**src/rtl/tour_pos_tracker_pkg.sv**
```systemverilog
// Shared types and constants for the knight-tour position tracker,
// the tour command stage and the chip-level bench.
package tour_pkg;

    localparam int DEF_BOARD_DIM = 5;
    localparam int DEF_NUM_MOVES = DEF_BOARD_DIM * DEF_BOARD_DIM - 1;
    localparam int SQUARES       = DEF_BOARD_DIM * DEF_BOARD_DIM;

    typedef enum logic [1:0] {
        ST_IDLE  = 2'd0,
        ST_TRACK = 2'd1,
        ST_DONE  = 2'd2,
        ST_ERR   = 2'd3
    } state_t;

    typedef enum logic [1:0] {
        ERR_NONE      = 2'b00,
        ERR_OFF_BOARD = 2'b01,
        ERR_REVISIT   = 2'b10,
        ERR_BAD_ENC   = 2'b11
    } err_code_t;

    // Knight offsets indexed by the one-hot move bit.
    localparam logic signed [2:0] MOVE_DX [8] = '{
        3'sd2, 3'sd1, -3'sd1, -3'sd2, -3'sd2, -3'sd1, 3'sd1, 3'sd2
    };
    localparam logic signed [2:0] MOVE_DY [8] = '{
        3'sd1, 3'sd2, 3'sd2, 3'sd1, -3'sd1, -3'sd2, -3'sd2, -3'sd1
    };

endpackage

```
**src/rtl/tour_pos_tracker_if.sv**
```systemverilog
// Command and status bundle between the tour command stage and the tracker.
interface tour_pos_if;
    import tour_pkg::*;

    logic               start_tour;
    logic [2:0]         x_start;
    logic [2:0]         y_start;
    logic               mv_vld;
    logic [7:0]         move;
    logic [2:0]         xx;
    logic [2:0]         yy;
    logic [4:0]         mv_cnt;
    logic [SQUARES-1:0] visited;
    logic               pos_vld;
    logic               tour_done;
    logic               err;
    logic [1:0]         err_code;

    modport master (
        output start_tour, x_start, y_start, mv_vld, move,
        input  xx, yy, mv_cnt, visited, pos_vld, tour_done, err, err_code
    );

    modport slave (
        input  start_tour, x_start, y_start, mv_vld, move,
        output xx, yy, mv_cnt, visited, pos_vld, tour_done, err, err_code
    );

endinterface

```
**src/rtl/tour_pos_tracker_knight_move_dec.sv**
```systemverilog
// One-hot knight move decoder: offset lookup plus encoding check.
module knight_move_dec
    import tour_pkg::*;
(
    input  logic [7:0]        move,
    output logic signed [2:0] dx,
    output logic signed [2:0] dy,
    output logic              onehot_ok
);

    assign onehot_ok = $onehot(move);

    // Offsets are only meaningful when onehot_ok is set.
    always_comb begin
        dx = '0;
        dy = '0;
        for (int i = 0; i < 8; i++) begin
            if (move[i]) begin
                dx = MOVE_DX[i];
                dy = MOVE_DY[i];
            end
        end
    end

endmodule

```
**src/rtl/tour_pos_tracker.sv**
```systemverilog
// Knight position tracker: current square, visited map, move count and
// error/completion status, one-cycle latency on start_tour and mv_vld.
module tour_pos_tracker
    import tour_pkg::*;
#(
    parameter int BOARD_DIM = DEF_BOARD_DIM,
    parameter int NUM_MOVES = DEF_NUM_MOVES
) (
    input  logic     clk,
    input  logic     rst_n,
    tour_pos_if.slave bus
);

    localparam logic [2:0] MAX_COORD = 3'(BOARD_DIM - 1);
    localparam logic [SQUARES-1:0] ONE_SQ = {{(SQUARES-1){1'b0}}, 1'b1};

    state_t             state_q, state_n;
    logic [2:0]         xx_q, yy_q, xx_n, yy_n;
    logic [4:0]         cnt_q, cnt_n;
    logic [SQUARES-1:0] vis_q, vis_n;
    err_code_t          code_q, code_n;
    logic               pos_vld_q, done_q, err_q;

    logic signed [2:0]  dx, dy;
    logic               onehot_ok;
    logic [3:0]         nx, ny;
    logic               off_board, revisit, start_bad;
    logic [5:0]         tgt_idx, start_idx;
    logic [SQUARES-1:0] tgt_mask, start_mask;

    knight_move_dec u_dec (
        .move      (bus.move),
        .dx        (dx),
        .dy        (dy),
        .onehot_ok (onehot_ok)
    );

    // 4-bit two's complement target; bit 3 set means a negative coordinate.
    assign nx = {1'b0, xx_q} + {dx[2], dx};
    assign ny = {1'b0, yy_q} + {dy[2], dy};

    assign off_board  = nx[3] | ny[3] | (nx[2:0] > MAX_COORD) | (ny[2:0] > MAX_COORD);
    assign tgt_idx    = 6'(ny[2:0]) * 6'(BOARD_DIM) + 6'(nx[2:0]);
    assign tgt_mask   = ONE_SQ << tgt_idx;
    assign revisit    = |(vis_q & tgt_mask);

    assign start_bad  = (bus.x_start > MAX_COORD) | (bus.y_start > MAX_COORD);
    assign start_idx  = 6'(bus.y_start) * 6'(BOARD_DIM) + 6'(bus.x_start);
    assign start_mask = ONE_SQ << start_idx;

    // Next-state and datapath update; start_tour overrides any move.
    always_comb begin
        state_n = state_q;
        xx_n    = xx_q;
        yy_n    = yy_q;
        cnt_n   = cnt_q;
        vis_n   = vis_q;
        code_n  = code_q;
        if (bus.start_tour) begin
            if (start_bad) begin
                state_n = ST_ERR;
                code_n  = ERR_OFF_BOARD;
                xx_n    = '0;
                yy_n    = '0;
                cnt_n   = '0;
                vis_n   = '0;
            end else begin
                state_n = ST_TRACK;
                code_n  = ERR_NONE;
                xx_n    = bus.x_start;
                yy_n    = bus.y_start;
                cnt_n   = '0;
                vis_n   = start_mask;
            end
        end else if (state_q == ST_TRACK && bus.mv_vld) begin
            if (!onehot_ok) begin
                state_n = ST_ERR;
                code_n  = ERR_BAD_ENC;
            end else if (off_board) begin
                state_n = ST_ERR;
                code_n  = ERR_OFF_BOARD;
            end else if (revisit) begin
                state_n = ST_ERR;
                code_n  = ERR_REVISIT;
            end else begin
                xx_n  = nx[2:0];
                yy_n  = ny[2:0];
                vis_n = vis_q | tgt_mask;
                if (cnt_q != 5'(NUM_MOVES))
                    cnt_n = cnt_q + 5'd1;
                if (cnt_q + 5'd1 >= 5'(NUM_MOVES))
                    state_n = ST_DONE;
            end
        end
    end

    // FSM state register.
    always_ff @(posedge clk or negedge rst_n) begin
        if (!rst_n) state_q <= ST_IDLE;
        else        state_q <= state_n;
    end

    // Position, history and registered status flags.
    always_ff @(posedge clk or negedge rst_n) begin
        if (!rst_n) begin
            xx_q      <= '0;
            yy_q      <= '0;
            cnt_q     <= '0;
            vis_q     <= '0;
            code_q    <= ERR_NONE;
            pos_vld_q <= 1'b0;
            done_q    <= 1'b0;
            err_q     <= 1'b0;
        end else begin
            xx_q      <= xx_n;
            yy_q      <= yy_n;
            cnt_q     <= cnt_n;
            vis_q     <= vis_n;
            code_q    <= code_n;
            pos_vld_q <= (state_n == ST_TRACK) || (state_n == ST_DONE);
            done_q    <= (state_n == ST_DONE);
            err_q     <= (state_n == ST_ERR);
        end
    end

    assign bus.xx        = xx_q;
    assign bus.yy        = yy_q;
    assign bus.mv_cnt    = cnt_q;
    assign bus.visited   = vis_q;
    assign bus.pos_vld   = pos_vld_q;
    assign bus.tour_done = done_q;
    assign bus.err       = err_q;
    assign bus.err_code  = code_q;

endmodule

```
**src/flat_wrapper.sv**
```systemverilog
// flat-port wrapper written by rule: the top's interface ports become plain ports
module tour_pos_tracker_flat import tour_pkg::*;
#(
    parameter int BOARD_DIM = DEF_BOARD_DIM,
    parameter int NUM_MOVES = DEF_NUM_MOVES
)
  (clk, rst_n, bus_start_tour, bus_x_start, bus_y_start, bus_mv_vld, bus_move, bus_xx, bus_yy, bus_mv_cnt, bus_visited, bus_pos_vld, bus_tour_done, bus_err, bus_err_code);
  tour_pos_if bus_i ();
  input  logic clk;
  input  logic rst_n;
  input wire logic [$bits(bus_i.start_tour)-1:0] bus_start_tour;
  input wire logic [$bits(bus_i.x_start)-1:0] bus_x_start;
  input wire logic [$bits(bus_i.y_start)-1:0] bus_y_start;
  input wire logic [$bits(bus_i.mv_vld)-1:0] bus_mv_vld;
  input wire logic [$bits(bus_i.move)-1:0] bus_move;
  output wire logic [$bits(bus_i.xx)-1:0] bus_xx;
  output wire logic [$bits(bus_i.yy)-1:0] bus_yy;
  output wire logic [$bits(bus_i.mv_cnt)-1:0] bus_mv_cnt;
  output wire logic [$bits(bus_i.visited)-1:0] bus_visited;
  output wire logic [$bits(bus_i.pos_vld)-1:0] bus_pos_vld;
  output wire logic [$bits(bus_i.tour_done)-1:0] bus_tour_done;
  output wire logic [$bits(bus_i.err)-1:0] bus_err;
  output wire logic [$bits(bus_i.err_code)-1:0] bus_err_code;
  assign bus_i.start_tour = bus_start_tour;
  assign bus_i.x_start = bus_x_start;
  assign bus_i.y_start = bus_y_start;
  assign bus_i.mv_vld = bus_mv_vld;
  assign bus_i.move = bus_move;
  assign bus_xx = bus_i.xx;
  assign bus_yy = bus_i.yy;
  assign bus_mv_cnt = bus_i.mv_cnt;
  assign bus_visited = bus_i.visited;
  assign bus_pos_vld = bus_i.pos_vld;
  assign bus_tour_done = bus_i.tour_done;
  assign bus_err = bus_i.err;
  assign bus_err_code = bus_i.err_code;
  tour_pos_tracker #(.BOARD_DIM(BOARD_DIM), .NUM_MOVES(NUM_MOVES)) u_core (.clk(clk), .rst_n(rst_n), .bus(bus_i));
endmodule
```
**config.mk**
```make
export PLATFORM = sky130hd
export DESIGN_NAME = tour_pos_tracker_flat
export DESIGN_NICKNAME = d
export VERILOG_FILES = /design/src/rtl/tour_pos_tracker_pkg.sv /design/src/rtl/tour_pos_tracker_if.sv /design/src/rtl/tour_pos_tracker_knight_move_dec.sv /design/src/rtl/tour_pos_tracker.sv /design/src/flat_wrapper.sv
export SDC_FILE = /design/constraint.sdc
export NUM_CORES = 1
export LEC_CHECK = 0
export ABC_AREA = 1
export BUFFER_PORTS_ARGS = -buffer_cell sky130_fd_sc_hd__buf_2
export CAP_MARGIN = 20
export CORE_UTILIZATION = 35
export CTS_BUF_LIST = sky130_fd_sc_hd__clkbuf_4 sky130_fd_sc_hd__clkbuf_8
export DETAILED_ROUTE_END_ITERATION = 8
export PLACE_DENSITY = 0.52
export SLEW_MARGIN = 0
export SYNTH_ARGS = -nofsm -noshare
export SYNTH_HDL_FRONTEND = slang
export SYNTH_SLANG_ARGS = --single-unit
```
**constraint.sdc**
```tcl
create_clock -name clk -period 11.29 [get_ports clk]
set_clock_uncertainty 0.1 [all_clocks]
set_input_delay 2.258 -clock clk [delete_from_list [all_inputs] [get_ports clk]]
set_output_delay 2.258 -clock clk [all_outputs]
set_load 0.03 [all_outputs]
```
==> flow_results.org <==
** Finish
- The finished cells cover 4670 um2.
- Counting the fill cells in the layout gives 1241.
- Leaving out fill and tap cells, the most frequent cell in the layout is nand2_1.
- Area added between synthesis and finish :: 11.7%
- Final cell count without fillers :: 786
- The repair_antennas step left the layout with diodes totalling 0.
- The top cell types in the final layout, fill and taps aside, are nand2_1 (111), inv_1 (78), nand3_1 (75).
- Of the cells placed in the final design, the portion with a size suffix greater than 1 is 15.4%.
- For this run, the post-layout net count is 700.

** Global routing
- After global routing, the most crowded layer is met2.
- Pin count of the biggest net entering global routing :: 74
- The first global-routing pass estimated 20200 um of wire.
- In the global route stage, met1 resource usage came out at 25.9%.
- Global routing used 3.01% of the available met3 tracks.
- For this run the aggregate overflow at the end of global routing stands at 0.
- Global-route usage over all layers :: 20.0%
- Number of global-route vias before repair :: 4031
- Number of antenna violations at the first check in global routing :: 0
- For this run, global-route usage on met2 was measured as 35.1%.

** STA
- Final number of max-transition violations :: 0
- Final critical-path required period :: 6.91 ns
- Worst slew pin tran :: 0.905 ns
- Adding up every negative setup slack in the final design gives 0 ns.
- Setup violations remaining at the end of the flow were counted as 0.
- Hold violation total from the final report :: 0
- Fraction of the cycle the final worst path needs :: 61.2%
- Worst slew slack as a fraction of its limit :: 39.5%
- RSZ-0062 raised after global routing :: false
- Derived from the worst setup path, the maximum achievable clock frequency is 0.145 GHz.

** Place
- The placed instances occupy a cell area of 4490 um2.
- After legalization and detailed placement, the total HPWL measured 8850 um.
- Final GP Congestion :: 0.859
- Count of placed standard cells including taps :: 775
- Buffers placed on the I/O ports in this run total 58.

** Worst setup path
- In this run the worst path has a maximum fanout of 32.
- Arrival time of the worst setup path :: 7.00 ns
- The worst setup path is captured at a flip-flop.
- The critical path is of the in2reg type.
- The worst setup path is launched from an input pin.
- Required @ worst endpoint :: 11.38 ns

** Min path
- Tightest Hold Check Type :: reg2reg

** Die
- In this run the core area contains 39 standard-cell rows.
- The die is 111 um tall.
- For this design the top-level I/O count stands at 59.
- Die ar. :: 12400 um2
- DIE WIDTH :: 111 um
- Initial standard-cell utilization of the core :: 36.3%
- Placeable core region :: 11500 um2

** Routing
- Via Count :: 4123
- Final routed wire length divided by cell count :: 15.1 um
- Dividing the detail-routed via count by the number of cells gives 5.25.
- Routed WL :: 11900 um
- First-iteration detailed-routing DRC count :: 258
- Number of DRC violations after detailed routing :: 2
- For this run, the detailed router's first-pass iteration total came to 6.
- Number of nets with antenna violations after detailed routing :: 0

** Clock tree
- Hold-fix buffer count after cts :: 0
- For the worst-skew pair, the clock arrives at the later sink with an insertion delay of 0.31 ns.
- Clock tree synthesis inserted a total of 5 buffers.
- In this run the post-CTS setup repair buffer count came out at 0.
- Clock tree from TritonCTS :: yes
- Clock tree synthesis selected as its root buffer the cell clkbuf_8.
- Clock transition at path regs :: 0.08 ns
- Total number of H-tree levels :: 2
- CTS max path bufs :: 2
- After clock tree synthesis, the repair step resized 0 gates.
- Counting every sink on the clock net gives 43.

** Logic synthesis
- The synthesized netlist occupies a cell area of 4180 um2.
- Number of distinct library cells after synthesis :: 34
- FF+latch count, synth :: 43
- Synthesized instance count :: 600
- Avg Inst Size Synth :: 6.97 um2
- Number of nets produced by synthesis :: 658
- The Yosys step of the flow raised 0 warnings.
- Sequential element share of the synthesized area :: 25.7%

** Status
- The flow ran to the end, but the final reports show violations.
- The checks that failed: DRC.

** Power and ir drop
- Power Density :: 176 nW/um2
- Leakage dissipation :: 2.44 nW
- Across the VDD grid, the largest voltage drop is 0.141 mV.

** Run
- Max-cap violations in this run came to 0.
==> per-layer routing <==
metal  wire, um  vias to the layer above
met2       5770                       98
met5          0                        -
met1       5480                     1930
met3        464                       11
met4        148                        0
li1           -                     2084
==> worst max-delay path: stages <==
cell and delay, ns:
buf_2 0.10, inv_1 0.06, ha_1 0.16, a211oi_1 0.08, o21ai_0 0.17, ha_1 0.19
inv_1 0.05, fa_1 0.37, xnor2_1 0.32, ha_1 0.31, ha_1 0.31, inv_1 0.07
fa_1 0.45, inv_1 0.11, nand3_1 0.09, nand2_2 0.33, nor2_1 0.16, nand3_1 0.12
nand2_1 0.08, nor2_1 0.14, nand2_2 0.11, nor2_8 0.15, nand4_4 0.47, nand3_1 0.24
nand2_1 0.08
==> flip-flops by register name (all words and copies together) (netlist names) <==
signal                flops
u_core.bus.err            1
u_core.bus.err_code       2
u_core.bus.mv_cnt         5
u_core.bus.pos_vld        1
u_core.bus.tour_done      1
u_core.bus.visited       25
u_core.bus.xx             3
u_core.bus.yy             3
u_core.state_q            2
==> layout make-up <==
class                      instances  area [um2]  share of cell area (%)
timing repair buffer              62         360                    7.72
inverter                          79         297                    6.35
sequential                        43        1080                    23.0
multi-input combinational        451        2640                    56.5
clock inverter                     2        35.0                   0.750
tap                              143         179                    3.83
clock buffer                       6        82.6                    1.77
==> cell families (layout without fill, tap and decap cells) <==
group           after synthesis  in the layout  share of synthesized area, %
flops                        43             43                          25.7
fa+ha+maj                    40             40                          13.4
xor+xnor                      7              7                          1.47
buf+inv                     106            149                          11.1
simple gates                325            325                          38.4
compound gates               79             79                          9.91
==> through the flow <==
step	power (W)	hold slack [ns]	utilization, %	setup slack (ns)
floorplan	0.000597	0.455	-	4.90
global placement	0.000683	0.363	39.0	4.17
detailed placement	0.000692	0.363	39.0	4.04
CTS	0.000825	0.390	40.0	4.35
global route	0.000903	0.428	40.5	3.88
finish	0.000823	0.388	40.5	4.38
==> cell usage after synthesis, drive strengths merged <==
library cell	number	area (um2)
nand2	119	482
nand3	86	485
inv	79	297
nor2	63	279
o21ai	60	300
dfrtp	43	1080
nand4	35	240
ha	32	400
nor3	20	105
buf	15	123
clkbuf	12	45.0
a21oi	9	45.0
fa	8	160
xor2	4	35.0
o22ai	3	18.8
xnor2	3	26.3
a21boi	2	15.0
a31oi	2	12.5
or2	2	12.5
a211oi	1	7.51
o211ai	1	7.51
o21bai	1	7.51
==> worst paths after layout <==
check	endpoint	cells past startpoint	start	slack, ns
worst max-delay path	u_core.bus.xx[0]$_DFFE_PN0P_	25	bus_move[1]	4.38
worst min-delay path	u_core.bus.err_code[0]$_DFFE_PN0P_	2	u_core.bus.err_code[0]$_DFFE_PN0P_	0.39
worst max register to register	u_core.bus.xx[0]$_DFFE_PN0P_	20	u_core.bus.yy[0]$_DFFE_PN0P_	6.53
worst min register to register	u_core.bus.err_code[0]$_DFFE_PN0P_	2	u_core.bus.err_code[0]$_DFFE_PN0P_	0.39
max in group asynchronous	u_core.bus.xx[2]$_DFFE_PN0P_	2	rst_n	8.81
min in group asynchronous	u_core.bus.visited[18]$_DFFE_PN0P_	1	rst_n	1.78
==> power breakdown <==
part / leakage [nW] / switching [W] / internal [W]
sequential: 0.578 / 0.0000191 / 0.000170
combinational: 1.80 / 0.000367 / 0.000138
clock: 0.0612 / 0.0000579 / 0.0000717
total: 2.44 / 0.000445 / 0.000379
(Power assumes the default switching activity.)
